$ cat src/rtl/sdram_pkg.sv
// Shared SDRAM definitions: word address layout and arbiter states.
// Used by the arbiter and by clients that build SDRAM addresses.
package sdram_pkg;

  localparam int AddrWidth = 23;
  localparam int DataWidth = 16;

  // Word address = {bank, row, col}
  localparam int BankHi = 22;
  localparam int BankLo = 21;
  localparam int RowHi  = 20;
  localparam int RowLo  = 9;
  localparam int ColHi  = 8;
  localparam int ColLo  = 0;

  typedef enum logic [1:0] {
    IDLE,
    ISSUE,
    WAIT_BUSY,
    WAIT_DONE
  } arb_state_t;

  function automatic logic [1:0] addr_bank(
    input logic [AddrWidth-1:0] a
  );
    return a[BankHi:BankLo];
  endfunction

  function automatic logic [11:0] addr_row(
    input logic [AddrWidth-1:0] a
  );
    return a[RowHi:RowLo];
  endfunction

  function automatic logic [8:0] addr_col(
    input logic [AddrWidth-1:0] a
  );
    return a[ColHi:ColLo];
  endfunction

endpackage

$ cat src/rtl/sdram_arbiter_rr_pick.sv
// Rotate-priority picker: first set req bit after last_grant, wrapping.
// Ports: req vector, last_grant index in; valid and grant index out.
module rr_pick #(
  parameter int PortCount  = 3,
  parameter int GrantWidth = $clog2(PortCount)
) (
  input  logic [PortCount-1:0]  req,
  input  logic [GrantWidth-1:0] last_grant,
  output logic                  valid,
  output logic [GrantWidth-1:0] grant
);

  int                  idx;
  logic [GrantWidth-1:0] idx_g;

  // Scan from farthest to nearest so the nearest requester wins.
  always_comb begin
    valid = 1'b0;
    grant = '0;
    idx   = 0;
    idx_g = '0;
    for (int i = PortCount; i >= 1; i--) begin
      idx = int'(last_grant) + i;
      if (idx >= PortCount) idx = idx - PortCount;
      idx_g = GrantWidth'(idx);
      if (req[idx_g]) begin
        valid = 1'b1;
        grant = idx_g;
      end
    end
  end

endmodule

$ cat src/rtl/sdram_arbiter.sv
// Round-robin arbiter sharing one SDRAM controller command port.
// Ports: clk, rst_ (async low), per-port req_*, shared ctrl_* port.
module sdram_arbiter #(
  parameter int PortCount = 3,
  parameter int AddrWidth = sdram_pkg::AddrWidth,
  parameter int DataWidth = sdram_pkg::DataWidth
) (
  input  logic                           clk,
  input  logic                           rst_,
  input  logic [PortCount-1:0]           req_trigger,
  input  logic [PortCount*AddrWidth-1:0] req_addr,
  input  logic [PortCount-1:0]           req_write,
  input  logic [PortCount*DataWidth-1:0] req_write_data,
  output logic [PortCount-1:0]           req_accept,
  output logic [PortCount-1:0]           req_done,
  output logic [DataWidth-1:0]           req_read_data,
  output logic                           ctrl_trigger,
  output logic [AddrWidth-1:0]           ctrl_addr,
  output logic                           ctrl_write,
  output logic [DataWidth-1:0]           ctrl_write_data,
  input  logic [DataWidth-1:0]           ctrl_read_data,
  input  logic                           ctrl_done
);

  import sdram_pkg::*;

  localparam int GW = $clog2(PortCount);
  localparam logic [GW-1:0] LastInit = GW'(PortCount - 1);
  localparam logic [PortCount-1:0] OneHot = PortCount'(1);

  arb_state_t state, state_n;

  logic [GW-1:0] grant;
  logic [GW-1:0] last_grant;
  logic          pick_valid;
  logic [GW-1:0] pick_grant;

  logic [1:0] busy_cnt, busy_cnt_n;
  logic       err_no_ack;

  logic do_accept;
  logic do_issue;
  logic do_done;
  logic set_err;

  logic [AddrWidth-1:0] sel_addr;
  logic                 sel_write;
  logic [DataWidth-1:0] sel_wdata;

  rr_pick #(
    .PortCount (PortCount),
    .GrantWidth(GW)
  ) u_pick (
    .req       (req_trigger),
    .last_grant(last_grant),
    .valid     (pick_valid),
    .grant     (pick_grant)
  );

  always_comb begin
    sel_addr  = '0;
    sel_write = 1'b0;
    sel_wdata = '0;
    for (int p = 0; p < PortCount; p++) begin
      if (pick_grant == GW'(p)) begin
        sel_addr  = req_addr[p*AddrWidth +: AddrWidth];
        sel_write = req_write[p];
        sel_wdata = req_write_data[p*DataWidth +: DataWidth];
      end
    end
  end

  always_ff @(posedge clk or negedge rst_) begin
    if (!rst_) begin
      state    <= IDLE;
      busy_cnt <= '0;
    end else begin
      state    <= state_n;
      busy_cnt <= busy_cnt_n;
    end
  end

  // busy_cnt counts WAIT_BUSY cycles; a controller that has not
  // dropped ctrl_done by the third one is treated as having
  // accepted anyway so the requester is not stranded.
  always_comb begin
    state_n    = state;
    busy_cnt_n = '0;
    do_accept  = 1'b0;
    do_issue   = 1'b0;
    do_done    = 1'b0;
    set_err    = 1'b0;
    unique case (state)
      IDLE: begin
        if (pick_valid && ctrl_done) begin
          do_accept = 1'b1;
          state_n   = ISSUE;
        end
      end
      ISSUE: begin
        do_issue = 1'b1;
        state_n  = WAIT_BUSY;
      end
      WAIT_BUSY: begin
        if (!ctrl_done) begin
          state_n = WAIT_DONE;
        end else if (busy_cnt == 2'd2) begin
          set_err = 1'b1;
          state_n = WAIT_DONE;
        end else begin
          busy_cnt_n = busy_cnt + 2'd1;
        end
      end
      WAIT_DONE: begin
        if (ctrl_done) begin
          do_done = 1'b1;
          state_n = IDLE;
        end
      end
      default: state_n = IDLE;
    endcase
  end

  always_ff @(posedge clk or negedge rst_) begin
    if (!rst_) begin
      grant           <= '0;
      last_grant      <= LastInit;
      req_accept      <= '0;
      req_done        <= '0;
      req_read_data   <= '0;
      ctrl_trigger    <= 1'b0;
      ctrl_addr       <= '0;
      ctrl_write      <= 1'b0;
      ctrl_write_data <= '0;
      err_no_ack      <= 1'b0;
    end else begin
      req_accept   <= '0;
      req_done     <= '0;
      ctrl_trigger <= do_issue;
      err_no_ack   <= err_no_ack | set_err;
      if (do_accept) begin
        grant           <= pick_grant;
        last_grant      <= pick_grant;
        req_accept      <= OneHot << pick_grant;
        ctrl_addr       <= sel_addr;
        ctrl_write      <= sel_write;
        ctrl_write_data <= sel_wdata;
      end
      if (do_done) begin
        req_done <= OneHot << grant;
        if (!ctrl_write) req_read_data <= ctrl_read_data;
      end
    end
  end

endmodule

$ cat config.mk
export PLATFORM = sky130hd
export DESIGN_NAME = sdram_arbiter
export DESIGN_NICKNAME = d
export VERILOG_FILES = /design/src/rtl/sdram_pkg.sv /design/src/rtl/sdram_arbiter_rr_pick.sv /design/src/rtl/sdram_arbiter.sv
export SDC_FILE = /design/constraint.sdc
export NUM_CORES = 1
export LEC_CHECK = 0
export ABC_CLOCK_PERIOD_IN_PS = 5150
export CAP_MARGIN = 0
export CORE_MARGIN = 2
export CORE_UTILIZATION = 35
export CTS_CLUSTER_DIAMETER = 50
export DETAILED_ROUTE_END_ITERATION = 16
export GPL_TIMING_DRIVEN = 0
export PLACE_DENSITY = 0.74
export SETUP_SLACK_MARGIN = 0.02
export SLEW_MARGIN = 20
export SYNTH_ARGS = -nofsm -noshare
export SYNTH_HDL_FRONTEND = slang
export SYNTH_HIERARCHICAL = 1
export SYNTH_SLANG_ARGS = --single-unit
$ cat constraint.sdc
create_clock -name clk -period 5.15 [get_ports clk]
set_clock_uncertainty 0.2 [all_clocks]
set_input_delay 0.7725 -clock clk [delete_from_list [all_inputs] [get_ports clk]]
set_output_delay 0.7725 -clock clk [all_outputs]
set_load 0.05 [all_outputs]
; Word level (Yosys, flattened, before mapping)
; Cells that the tools add are included.
[op_classes]
reduce_logical = 5
eq_ne = 9
n_div = 0
n_addsub = 7
shifts = 2
mul = 0
magnitude_cmp = 6
n_bitwise = 1
mux = 39
[ops]
columns = operator, n
row1 = 2-to-1 mux 23 bit, 3
row2 = 2-to-1 mux 16 bit, 3
row3 = 2-to-1 mux 2 bit, 13
row4 = 2-to-1 mux 1 bit, 14
row5 = >= comparator 3 x 2 -> 1 bit (second input constant), 3
row6 = < comparator 2 x 3 -> 1 bit (second input constant), 3
row7 = equality test 2 bit (second input constant), 4
row8 = case mux 2 bit (4 select lines), 1
row9 = adder 2 x 2 -> 3 bit (second input constant), 2
row10 = binary-select mux 1 bit (select 2 bit), 3
row11 = 2-to-1 mux 3 bit, 2
row12 = << shifter 1 x 2 -> 3 bit (first input constant), 2
row13 = subtractor 2 x 1 -> 2 bit (second input constant), 3
row14 = equality test 2 x 1 -> 1 bit (second input constant), 2
row15 = logical NOT 2 bit, 2
row16 = inequality test 2 bit (second input constant), 2
row17 = adder 2 x 1 -> 3 bit (second input constant), 1
row18 = inequality test 3 bit (second input constant), 1
row19 = AND reduction 3 bit, 1
row20 = adder 2 x 1 -> 2 bit (second input constant), 1
row21 = AND reduction 2 bit, 1
row22 = logical AND 1 bit, 1
row23 = inverter 1 bit, 1
[totals]
wordCells = 80
output_inout_bits = 63
inputBits = 142
register_bits = 71
memories = 0
latch_bits = 0
romBits = 0
ramBits = 0

; Depth between registers and ports, before layout
; Gate-level depths: netlist of run 1.
[logic_depth]
ltp_word = 12
ltp_mapped = 10
mapped_depth_nobuf = 8

; Modules after synthesis
; Netlist of run 1, hierarchy kept.
[modules_own_cells]
columns = module, cells_each, area_each_um2, seq_area_each_um2, n_inst
row1 = sdram_arbiter, 350, 3562.2, 1752.9, 1
row2 = rr_pick, 22, 153.9, 0.0, 1

; Worst setup path before layout of run 1
; Ideal clock, no wire load.
[synth_path]
path_kind = reg2reg
start = register last_grant[1]
end = register ctrl_write
t_required_ns = 4.873
synth_period_minus_slack_ns = 2.391
setup_time_ns = 0.077
n_path_buf = 2
arrival_time_ns = 2.114
setup_slack_ns = 2.759
path_stages_with_launch = 10
path_cell_list = dfstp_2 -> inv_1 -> ha_1 -> o21a_1 -> a31o_2 -> buf_4 -> nor2b_1 -> clkbuf_1 -> a21oi_1 -> a21oi_1
[synth_via]
elab_chain_len = 12
elab_cells_between_ends = 33
cone_classes = add/sub: 6 / order compare: 3 / eq/ne: 2 / mux: 20 / reduce/logical: 2
[synth_rtl]
columns = element, line
row1 = start: declaration, sdram_arbiter.sv:34  ; logic [GW-1:0] last_grant;
row2 = start signal: assignment, sdram_arbiter.sv:127  ; last_grant <= LastInit;
row3 = start signal: assignment, sdram_arbiter.sv:143  ; last_grant <= pick_grant;
row4 = adder 2 x 2 -> 3 bit, sdram_arbiter_rr_pick.sv:23  ; idx = int'(last_grant) + i;
row5 = >= comparator 3 x 2 -> 1 bit / subtractor 2 x 1 -> 2 bit (equally long branches), sdram_arbiter_rr_pick.sv:24  ; if (idx >= PortCount) idx = idx - PortCount;
row6 = 2-to-1 mux 2 bit, sdram_arbiter_rr_pick.sv:24
row7 = binary-select mux 1 bit (select 2 bit), sdram_arbiter_rr_pick.sv:26  ; if (req[idx_g]) begin
row8 = 2-to-1 mux 1 bit (not written as such), sdram_arbiter_rr_pick.sv:26
row9 = 2-to-1 mux 2 bit (2 in series), sdram_arbiter_rr_pick.sv:26
row10 = 2-to-1 mux 2 bit *, sdram_arbiter_rr_pick.sv:26
row11 = net pick_grant[0], sdram_arbiter.sv:36  ; logic [GW-1:0] pick_grant;
row12 = logical NOT 2 bit, sdram_arbiter.sv:65  ; if (pick_grant == GW'(p)) begin
row13 = 2-to-1 mux 1 bit (2 in series), sdram_arbiter.sv:65
row14 = 2-to-1 mux 1 bit *, sdram_arbiter.sv:65
row15 = end signal: assignment, sdram_arbiter.sv:146  ; ctrl_write <= sel_write;
row16 = end: declaration, sdram_arbiter.sv:19  ; output logic ctrl_write,
; Mark *: on every way through the listed nets, which the timed path passes. The rest lies on a longest branch. The select of a mux whose other input is x is not followed.
; A chain may end at the register's enable or synchronous reset.

==> results.sh, run 1 <==
export IMPL_synth_area_leaders="dfrtp_1 (46%), a21oi_1 (11%), mux2i_1 (11%)"
export IMPL_cts_buffer_depth=2
export IMPL_critPathRequiredTime_ns=5.17
export IMPL_ios=205
export IMPL_intPower_w=0.001997
export IMPL_syn2layout_area_growth_pct=64.51
export IMPL_grt_pass1_vias=3582
export IMPL_synth_ff_type="dfrtp_1"
export IMPL_rr_worst_depth=9
export IMPL_synth_top_cell_area_share_pct=46.46
export IMPL_swShare_pct=49.01
export IMPL_final_hold_viol_count=0
export IMPL_fmax_ghz=0.3319
export IMPL_ys_top_cells_by_count="a21oi_1 (82), dfrtp_1 (69), mux2i_1 (40), nor2_1 (40), or2_2 (40)"
export IMPL_drv_cap=0
export IMPL_antenna_found_initial=0
export IMPL_synth_edff_count=0
export IMPL_postRouteAntennaNets=0
export IMPL_via_count=3536
export IMPL_globalplace_congestion=0.8061
export IMPL_overflow=0
export IMPL_num_antenna_cells=0
export IMPL_netSwitchingPower_w=0.001919
export IMPL_fin_crit_ns=3.013
export IMPL_setup_viol=0
export IMPL_grt_pass1_wl_um=17740
export IMPL_grt_usage_pct=19.62
export IMPL_crit_fanout=10
export IMPL_cts_tree="yes"
export IMPL_clk_latency_ns=0.33
export IMPL_yosysWarnings=6
export IMPL_power_share_combinational_pct=65.7
export IMPL_hp_class="input pin to asynchronous set/reset pin"
export IMPL_worst_ep_arrival_time_ns=3.04
export IMPL_hold_buffers=0
export IMPL_drt_pre_antenna_iters=5
export IMPL_drive_gt1_share_pct=14.84
export IMPL_cts_num_sinks=70
export IMPL_worst_pin_slew_ns=0.5435
export IMPL_fp_row_count=37
export IMPL_status="complete, no violations"
export IMPL_vdd_drop_max_v=0.0003075
export IMPL_synth_most_common_cell="a21oi_1"
export IMPL_syn_num_nets=522
export IMPL_endpoint_kind="flop"
export IMPL_ctsRootBufferMaster="clkbuf_8"
export IMPL_die_area_sq_mm=0.01146
export IMPL_yosysSeqAreaShare_pct=47.17
export IMPL_postCtsSetupRepairBufs=0
export IMPL_clkTransAtPathRegs_ns=0.08
export IMPL_drt_total_wl_um=11260
export IMPL_cts_resized=0
export IMPL_drt_iter0_drc=116
export IMPL_htreeDepth=3
export IMPL_n_fill_cell=892
export IMPL_synth_cell_types=35
export IMPL_syn_area_sq_mm=0.003716
export IMPL_portBuffers=204
export IMPL_grt_max_degree=38
export IMPL_initial_core_util_pct=36.00
export IMPL_hpwl_um=8792
export IMPL_syn_avg_cell_area_sq_um=9.989
export IMPL_numCtsBuffers=9
export IMPL_p_per_area_mw_per_mm2=640.7
export IMPL_post_drt_via_cell_ratio=4.850
export IMPL_finalCritPeriodShare_pct=58.50
export IMPL_fin_tns_setup_ns=0
export IMPL_leakage_nw=2.617
export IMPL_final_cells=729
export IMPL_max_slew_margin_pct=63.66
export IMPL_grt_setup_unrepaired="no"
export IMPL_dp_cells=713
export IMPL_die_width_um=107.0
export IMPL_drcViolationCount=0
export IMPL_path_class="flop to flop"
export IMPL_finalNetCount=738
export IMPL_setup_worst_path_start="grant[0]"
export IMPL_die_y_um=107.0
export IMPL_wire_per_inst_um=15.44
export IMPL_ys_seq_elements=70
export IMPL_synth_cells=372
export IMPL_maxSlewViolCount=0
export IMPL_synth_top_area_cell="dfrtp_1"
export IMPL_coreArea_sq_mm=0.01032
export IMPL_worst_setup_path_start_kind="flop"
export IMPL_ys_async_sr_fraction_pct=100.0
export IMPL_power_frac_seq_pct=24.5
export IMPL_clockPowerShare_pct=9.8
export IMPL_r2r_start="grant[0]"
## cell families after synthesis
logic type	Yosys count	synth area share (%)
and+or+nand+nor	114	15.76
buffers and inverters	28	3.905
adders and majority gates	8	2.694
AOI/OAI and AO/OA	96	13.84
DFF	70	47.17
muxes	56	16.63
## path summary, 6_finish.rpt
check	endpoint	slack, ns
max in group asynchronous	req_read_data[15]	4.01
setup reg to reg	ctrl_write_data[4]	2.14
hold reg to reg	busy_cnt[0]	0.26
setup / recovery	ctrl_write_data[4]	2.14
min in group clk	busy_cnt[0]	0.26
hold / removal	req_read_data[0]	0.17
## layout make-up
class / instances / area, sq um / area share (%)
plain buffers: 24 / 130.1 / 2.129
clock buffers: 10 / 127.6 / 2.088
clock inverters: 6 / 40.04 / 0.6549
inverters: 4 / 15.01 / 0.2456
multi-input cells: 274 / 1818 / 29.74
flip-flops and latches: 70 / 1753 / 28.67
well taps: 136 / 170.2 / 2.783
repair buffers: 205 / 2059 / 33.69
## through the flow
step	area [sq um]	hold slack, ns	util [%]	setup slack, ns	power [W]
detailed placement	5946	0.2491	57.59	1.901	0.003557
finish	6113	0.1746	59.22	2.137	0.003917
global route	6113	0.2002	59.22	1.743	0.004167
CTS	6113	0.1866	59.22	2.171	0.003949
global placement	5928	0.2348	57.42	0.6974	0.003512
floorplan	3716	0.2232	-	2.759	0.002702
## critical path: stages (launching register included)
cell and delay [ns]:
dfrtp_1 0.50, inv_1 0.13, ha_1 0.40, nor3b_1 0.34, a31oi_1 0.09, o21ai_1 0.17
nand3_1 0.43, clkbuf_1 0.35, a21oi_1 0.21, a21oi_1 0.09
## registers in the layout, indices dropped and copies added, names as in the netlist
name and flops:
last_grant 1, req_accept 3, state 2, req_read_data 16, ctrl_trigger 1, ctrl_write 1
ctrl_write_data 16, grant 2, busy_cnt 2, ctrl_addr 23, req_done 3
## routing by layer
layer / global-route usage [%] / part of all wire, % / wire length [um]
met2: 34.31 / 51 / 5734
met1: 23.53 / 40 / 4490
met5: 0 / 0 / 0
met4: 5.751 / 1.5 / 172
met3: 5.289 / 7.6 / 858
## layout by cell type, fill, tap and decap left out, drive strengths merged, types with 3 or more instances in the layout
master         count
clkdlybuf4s50    203
a21oi             82
dfrtp             69
or2               41
mux2i             40
nor2              40
clkbuf            22
mux2              16
buf               14
nand2             13
ha                 8
nor3b              6
clkinv             5
inv                4
nor3               3
nor2b              3
o21a               3
o211ai             3
## power by group through the flow
stage	clock [W]	combinational [W]	sequential, W
after floorplan	0	0.000939	0.00176
after global routing	0.000421	0.00275	0.000996
after detailed placement	0	0.00259	0.000969
after global placement	0	0.00255	0.000959
after CTS	0.000393	0.00259	0.000962
final	0.000382	0.00257	0.000959
No activity file was read; power rests on OpenSTA's default activity.
==> run 2, diff against run 1 <==
- ABC_CLOCK_PERIOD_IN_PS: 5150 -> 2500
- PLACE_DENSITY: 0.74 -> 0.77
- clock period: 5.15 -> 2.5 ns (I/O delays scaled with it)
==> results.sh, run 2 (synthesis results as in run 1) <==
export IMPL_largest_register="ctrl_addr"
export IMPL_final_hold_viol_count=0
export IMPL_power_share_combinational_pct=67.9
export IMPL_status="complete, no violations"
export IMPL_fmax_ghz=0.4063
export IMPL_clockPowerShare_pct=9.3
export IMPL_grt_usage_pct=21.15
export IMPL_initial_core_util_pct=36.00
export IMPL_antenna_found_initial=0
export IMPL_portBuffers=204
export IMPL_wire_per_inst_um=16.95
export IMPL_drt_total_wl_um=12490
export IMPL_cts_num_sinks=70
export IMPL_critPathRequiredTime_ns=2.52
export IMPL_cts_buffer_depth=2
export IMPL_coreArea_sq_mm=0.01032
export IMPL_place_ws_ns=-0.5389
export IMPL_grt_pass1_vias=3802
export IMPL_via_count=3690
export IMPL_drt_pre_antenna_iters=4
export IMPL_postRouteAntennaNets=0
export IMPL_path_class="flop to flop"
export IMPL_ff_latch_area_sq_mm=0.001754
export IMPL_finalCritPeriodShare_pct=98.45
export IMPL_design_area_sq_mm=0.006451
export IMPL_endpoint_kind="flop"
export IMPL_top_regs="ctrl_addr x23, ctrl_write_data x16, req_read_data x16"
export IMPL_overflow=0
export IMPL_drv_cap=0
export IMPL_vdd_drop_max_v=0.0006592
export IMPL_drt_iter0_drc=114
export IMPL_num_antenna_cells=0
export IMPL_die_area_sq_mm=0.01146
export IMPL_largest_register_ffs=23
export IMPL_die_y_um=107.0
export IMPL_hp_class="flop to flop"
export IMPL_final_common_cell="clkdlybuf4s50_1"
export IMPL_syn2layout_area_growth_pct=73.60
export IMPL_ios=205
export IMPL_ctsRootBufferMaster="clkbuf_8"
export IMPL_maxSlewViolCount=0
export IMPL_grt_pass1_wl_um=18900
export IMPL_swShare_pct=48.06
export IMPL_leakage_nw=2.731
export IMPL_drive_gt1_share_pct=21.30
export IMPL_setup_viol=0
export IMPL_worst_setup_path_start_kind="flop"
export IMPL_hpwl_um=9259
export IMPL_final_cell_mix="clkdlybuf4s50_1 (203), a21oi_1 (75), dfrtp_1 (68), mux2i_1 (40), or2_2 (40)"
export IMPL_power_frac_seq_pct=22.8
export IMPL_globalplace_congestion=0.7778
export IMPL_htreeDepth=3
export IMPL_multi_input_area_sq_mm=0.001937
export IMPL_max_slew_margin_pct=63.96
export IMPL_finalNetCount=746
export IMPL_intPower_w=0.004529
export IMPL_crit_fanout=8
export IMPL_fin_crit_ns=2.461
export IMPL_layout_setup_ws_ns=0.03874
export IMPL_hold_slack_ns=0.2561
export IMPL_clkTransAtPathRegs_ns=0.08
export IMPL_clk_latency_ns=0.34
export IMPL_fin_tns_setup_ns=0
export IMPL_grt_setup_unrepaired="yes"
export IMPL_fp_row_count=37
export IMPL_worst_pin_slew_ns=0.5389
export IMPL_grt_max_degree=39
export IMPL_placed_cell_area_sq_mm=0.005946
export IMPL_netSwitchingPower_w=0.004191
export IMPL_numCtsBuffers=9
export IMPL_post_drt_via_cell_ratio=5.007
export IMPL_die_width_um=107.0
export IMPL_n_fill_cell=856
export IMPL_cts_tree="yes"
export IMPL_drcViolationCount=0
export IMPL_worst_ep_arrival_time_ns=2.48
export IMPL_p_per_area_mw_per_mm2=1352
[run 2: path summary, 6_finish.rpt]
path | end | startpoint | cells after the start | slack, ns
max | state[0] | last_grant[1] | 9 | 0.04
min | busy_cnt[0] | busy_cnt[0] | 1 | 0.26
max reg2reg | state[0] | last_grant[1] | 9 | 0.04
min reg2reg | busy_cnt[0] | busy_cnt[0] | 1 | 0.26
max in group asynchronous | ctrl_write_data[7] | rst_ | 3 | 1.21
min in group asynchronous | req_read_data[1] | rst_ | 2 | 0.32
[run 2: cell type report]
| cell class | count | area share [%] |
|---|---|---|
| plain buffers | 23 | 4.538 |
| clock buffers | 12 | 2.250 |
| clock inverters | 4 | 0.3491 |
| repair buffers | 212 | 32.78 |
| well taps | 136 | 2.638 |
| multi-input cells | 276 | 30.02 |
| flip-flops and latches | 70 | 27.19 |
| inverters | 4 | 0.2327 |
[run 2: what timing repair did]
action	in CTS	in global routing
setup buffers	1	5
hold buffers	1	0
cloned	1	1
setup endpoints to repair	46	46
gates resized for setup	41	52
endpoints found under the hold margin	31	0
pin swaps	2	3
[run 2: power groups by stage]
stage               Combinational [W]  Clock (W)  Sequential [W]
finish                        0.00592   0.000808         0.00199
global route                  0.00626   0.000865         0.00205
CTS                           0.00565   0.000820         0.00200
detailed placement            0.00536          0         0.00201
global placement              0.00526          0         0.00197
floorplan                     0.00193          0         0.00363
[run 2: through the flow]
step	total power, W	cells	util, %
after floorplan	0.005565	372	-
after global placement	0.007235	712	57.42
after detailed placement	0.007371	713	57.59
after CTS	0.008469	731	60.74
after global routing	0.009181	737	62.49
final	0.008720	737	62.49
[run 2: metal layers]
metal | wire length (um) | vias up | track usage, %
met2 | 6435 | 171 | 38.25
met3 | 989 | 24 | 6.201
li1 | - | 1732 | -
met5 | 0 | - | 0
met4 | 303 | 0 | 5.751
met1 | 4762 | 1763 | 24.15
[run 2: worst max-delay path: stages, from the launching register on]
cell and delay, ns:
dfstp_2 0.56, inv_2 0.06, ha_4 0.31, o21a_1 0.18, o22ai_2 0.08, o21ai_2 0.27
buf_4 0.17, nand2_2 0.06, o21a_1 0.15, o311a_1 0.29
==> run 3, diff against run 2 <==
- CELL_PAD_IN_SITES_DETAIL_PLACEMENT: not set -> 1
- CELL_PAD_IN_SITES_GLOBAL_PLACEMENT: not set -> 1
- CORE_ASPECT_RATIO: not set -> 0.5
- CORE_UTILIZATION: 35 -> 25
- PLACE_DENSITY: 0.77 -> not set
- PLACE_DENSITY_LB_ADDON: not set -> 0.1
==> results.sh, run 3 (synthesis results as in run 1) <==
export IMPL_grt_pass1_vias=3749
export IMPL_hp_class="flop to flop"
export IMPL_drive_gt1_share_pct=21.82
export IMPL_post_drt_via_cell_ratio=4.477
export IMPL_initial_core_util_pct=25.62
export IMPL_maxSlewViolCount=0
export IMPL_leakage_nw=2.824
export IMPL_worst_setup_path_start_kind="flop"
export IMPL_cts_num_sinks=70
export IMPL_top_regs="ctrl_addr x23, ctrl_write_data x16, req_read_data x16"
export IMPL_largest_register_ffs=23
export IMPL_die_width_um=176.4
export IMPL_r2r_setup_slack_ns=0.08
export IMPL_drt_iter0_drc=80
export IMPL_vdd_drop_max_v=0.0005084
export IMPL_path_class="flop to flop"
export IMPL_clk_latency_ns=0.34
export IMPL_coreArea_sq_mm=0.01451
export IMPL_place_ws_ns=-0.5773
export IMPL_drt_total_wl_um=13390
export IMPL_die_y_um=90.21
export IMPL_drcViolationCount=0
export IMPL_final_hold_viol_count=0
export IMPL_globalplace_congestion=0.7645
export IMPL_htreeDepth=3
export IMPL_hpwl_um=9740
export IMPL_via_count=3595
export IMPL_worst_ep_arrival_time_ns=2.43
export IMPL_max_slew_margin_pct=62.86
export IMPL_setup_viol=0
export IMPL_postRouteAntennaNets=0
export IMPL_final_cell_mix="clkdlybuf4s50_1 (203), a21oi_1 (74), dfrtp_1 (68)"
export IMPL_finalCritPeriodShare_pct=96.68
export IMPL_drv_cap=0
export IMPL_portBuffers=204
export IMPL_antenna_found_initial=0
export IMPL_fin_crit_ns=2.417
export IMPL_grt_max_degree=51
export IMPL_largest_register="ctrl_addr"
export IMPL_numCtsBuffers=9
export IMPL_cts_tree="yes"
export IMPL_cts_buffer_depth=2
export IMPL_clkTransAtPathRegs_ns=0.06
export IMPL_drt_pre_antenna_iters=4
export IMPL_syn2layout_area_growth_pct=80.71
export IMPL_fp_row_count=31
export IMPL_wire_per_inst_um=16.68
export IMPL_hold_slack_ns=0.2512
export IMPL_final_common_cell="clkdlybuf4s50_1"
export IMPL_die_area_sq_mm=0.01591
export IMPL_grt_pass1_wl_um=20180
export IMPL_p_per_area_mw_per_mm2=1393
export IMPL_status="complete, no violations"
export IMPL_grt_usage_pct=16.29
export IMPL_num_antenna_cells=0
export IMPL_overflow=0
export IMPL_finalNetCount=750
export IMPL_grt_setup_unrepaired="yes"
export IMPL_worst_pin_slew_ns=0.5554
export IMPL_critPathRequiredTime_ns=2.51
export IMPL_layout_setup_ws_ns=0.08297
export IMPL_endpoint_kind="flop"
export IMPL_ios=205
export IMPL_ctsRootBufferMaster="clkbuf_16"
export IMPL_n_fill_cell=1612
export IMPL_crit_fanout=8
export IMPL_fmax_ghz=0.4137
[run 3: critical path, stage by stage, from the launching register on]
cell,delay (ns)
dfstp_2,0.55
inv_2,0.06
ha_4,0.31
o21a_1,0.17
o22ai_1,0.10
o21ai_2,0.24
buf_4,0.15
nand2_1,0.07
o21a_1,0.15
o311a_1,0.29
[run 3: path summary, 6_finish.rpt]
kind	startpoint	endpoint	cells past startpoint
setup / recovery	last_grant[1]	state[0]	9
hold / removal	busy_cnt[1]	busy_cnt[1]	1
setup reg to reg	last_grant[1]	state[0]	9
hold reg to reg	busy_cnt[1]	busy_cnt[1]	1
max in group asynchronous	rst_	last_grant[1]	3
min in group asynchronous	rst_	req_read_data[14]	2
[run 3: final cells by class]
| type | count | area [sq um] | area share (%) |
|---|---|---|---|
| Sequential cell | 70 | 1754 | 26.12 |
| Buffer | 23 | 280.3 | 4.174 |
| Multi-Input combinational cell | 275 | 1929 | 28.73 |
| Tap cell | 198 | 247.7 | 3.689 |
| Clock buffer | 11 | 252.7 | 3.764 |
| Clock inverter | 5 | 56.30 | 0.8385 |
| Timing Repair Buffer | 217 | 2180 | 32.46 |
| Inverter | 4 | 15.01 | 0.2236 |
[run 3: layer usage]
layer | up-vias | wire length, um | track usage, %
li1 | 1737 | - | -
met2 | 98 | 6534 | 27.52
met1 | 1752 | 5784 | 20.08
met4 | 0 | 100 | 3.306
met3 | 8 | 974 | 5.795
met5 | - | 0 | 0
[run 3: timing repair]
action,CTS,global route
hold endpoints to repair,20,0
endpoints found under the setup margin,47,44
cloned,0,3
buffers inserted,2,7
resized for setup,41,54
pin swaps,0,8
hold buffers,1,0
[run 3: report_power, final]
| group | switching [W] | internal [W] | total, W |
|---|---|---|---|
| clock network | 0.000519 | 0.000828 | 0.00135 |
| registers | 0.000305 | 0.00167 | 0.00198 |
| logic | 0.00349 | 0.00254 | 0.00603 |
| total | 0.00432 | 0.00504 | 0.00935 |
[run 3: metrics by stage]
step / power, W / cell area [sq um] / cells / setup TNS (ns) / utilization (%)
2_1_floorplan: 0.005565 / 3716 / 372 / 0 / -
5_1_grt: 0.009903 / 6715 / 803 / -0.08093 / 46.29
6_report: 0.009354 / 6715 / 803 / 0 / 46.29
4_1_cts: 0.009066 / 6492 / 793 / 0 / 44.76
3_5_place_dp: 0.007428 / 6031 / 775 / -21.62 / 41.57
3_3_place_gp: 0.007366 / 6006 / 774 / -147.42 / 41.40
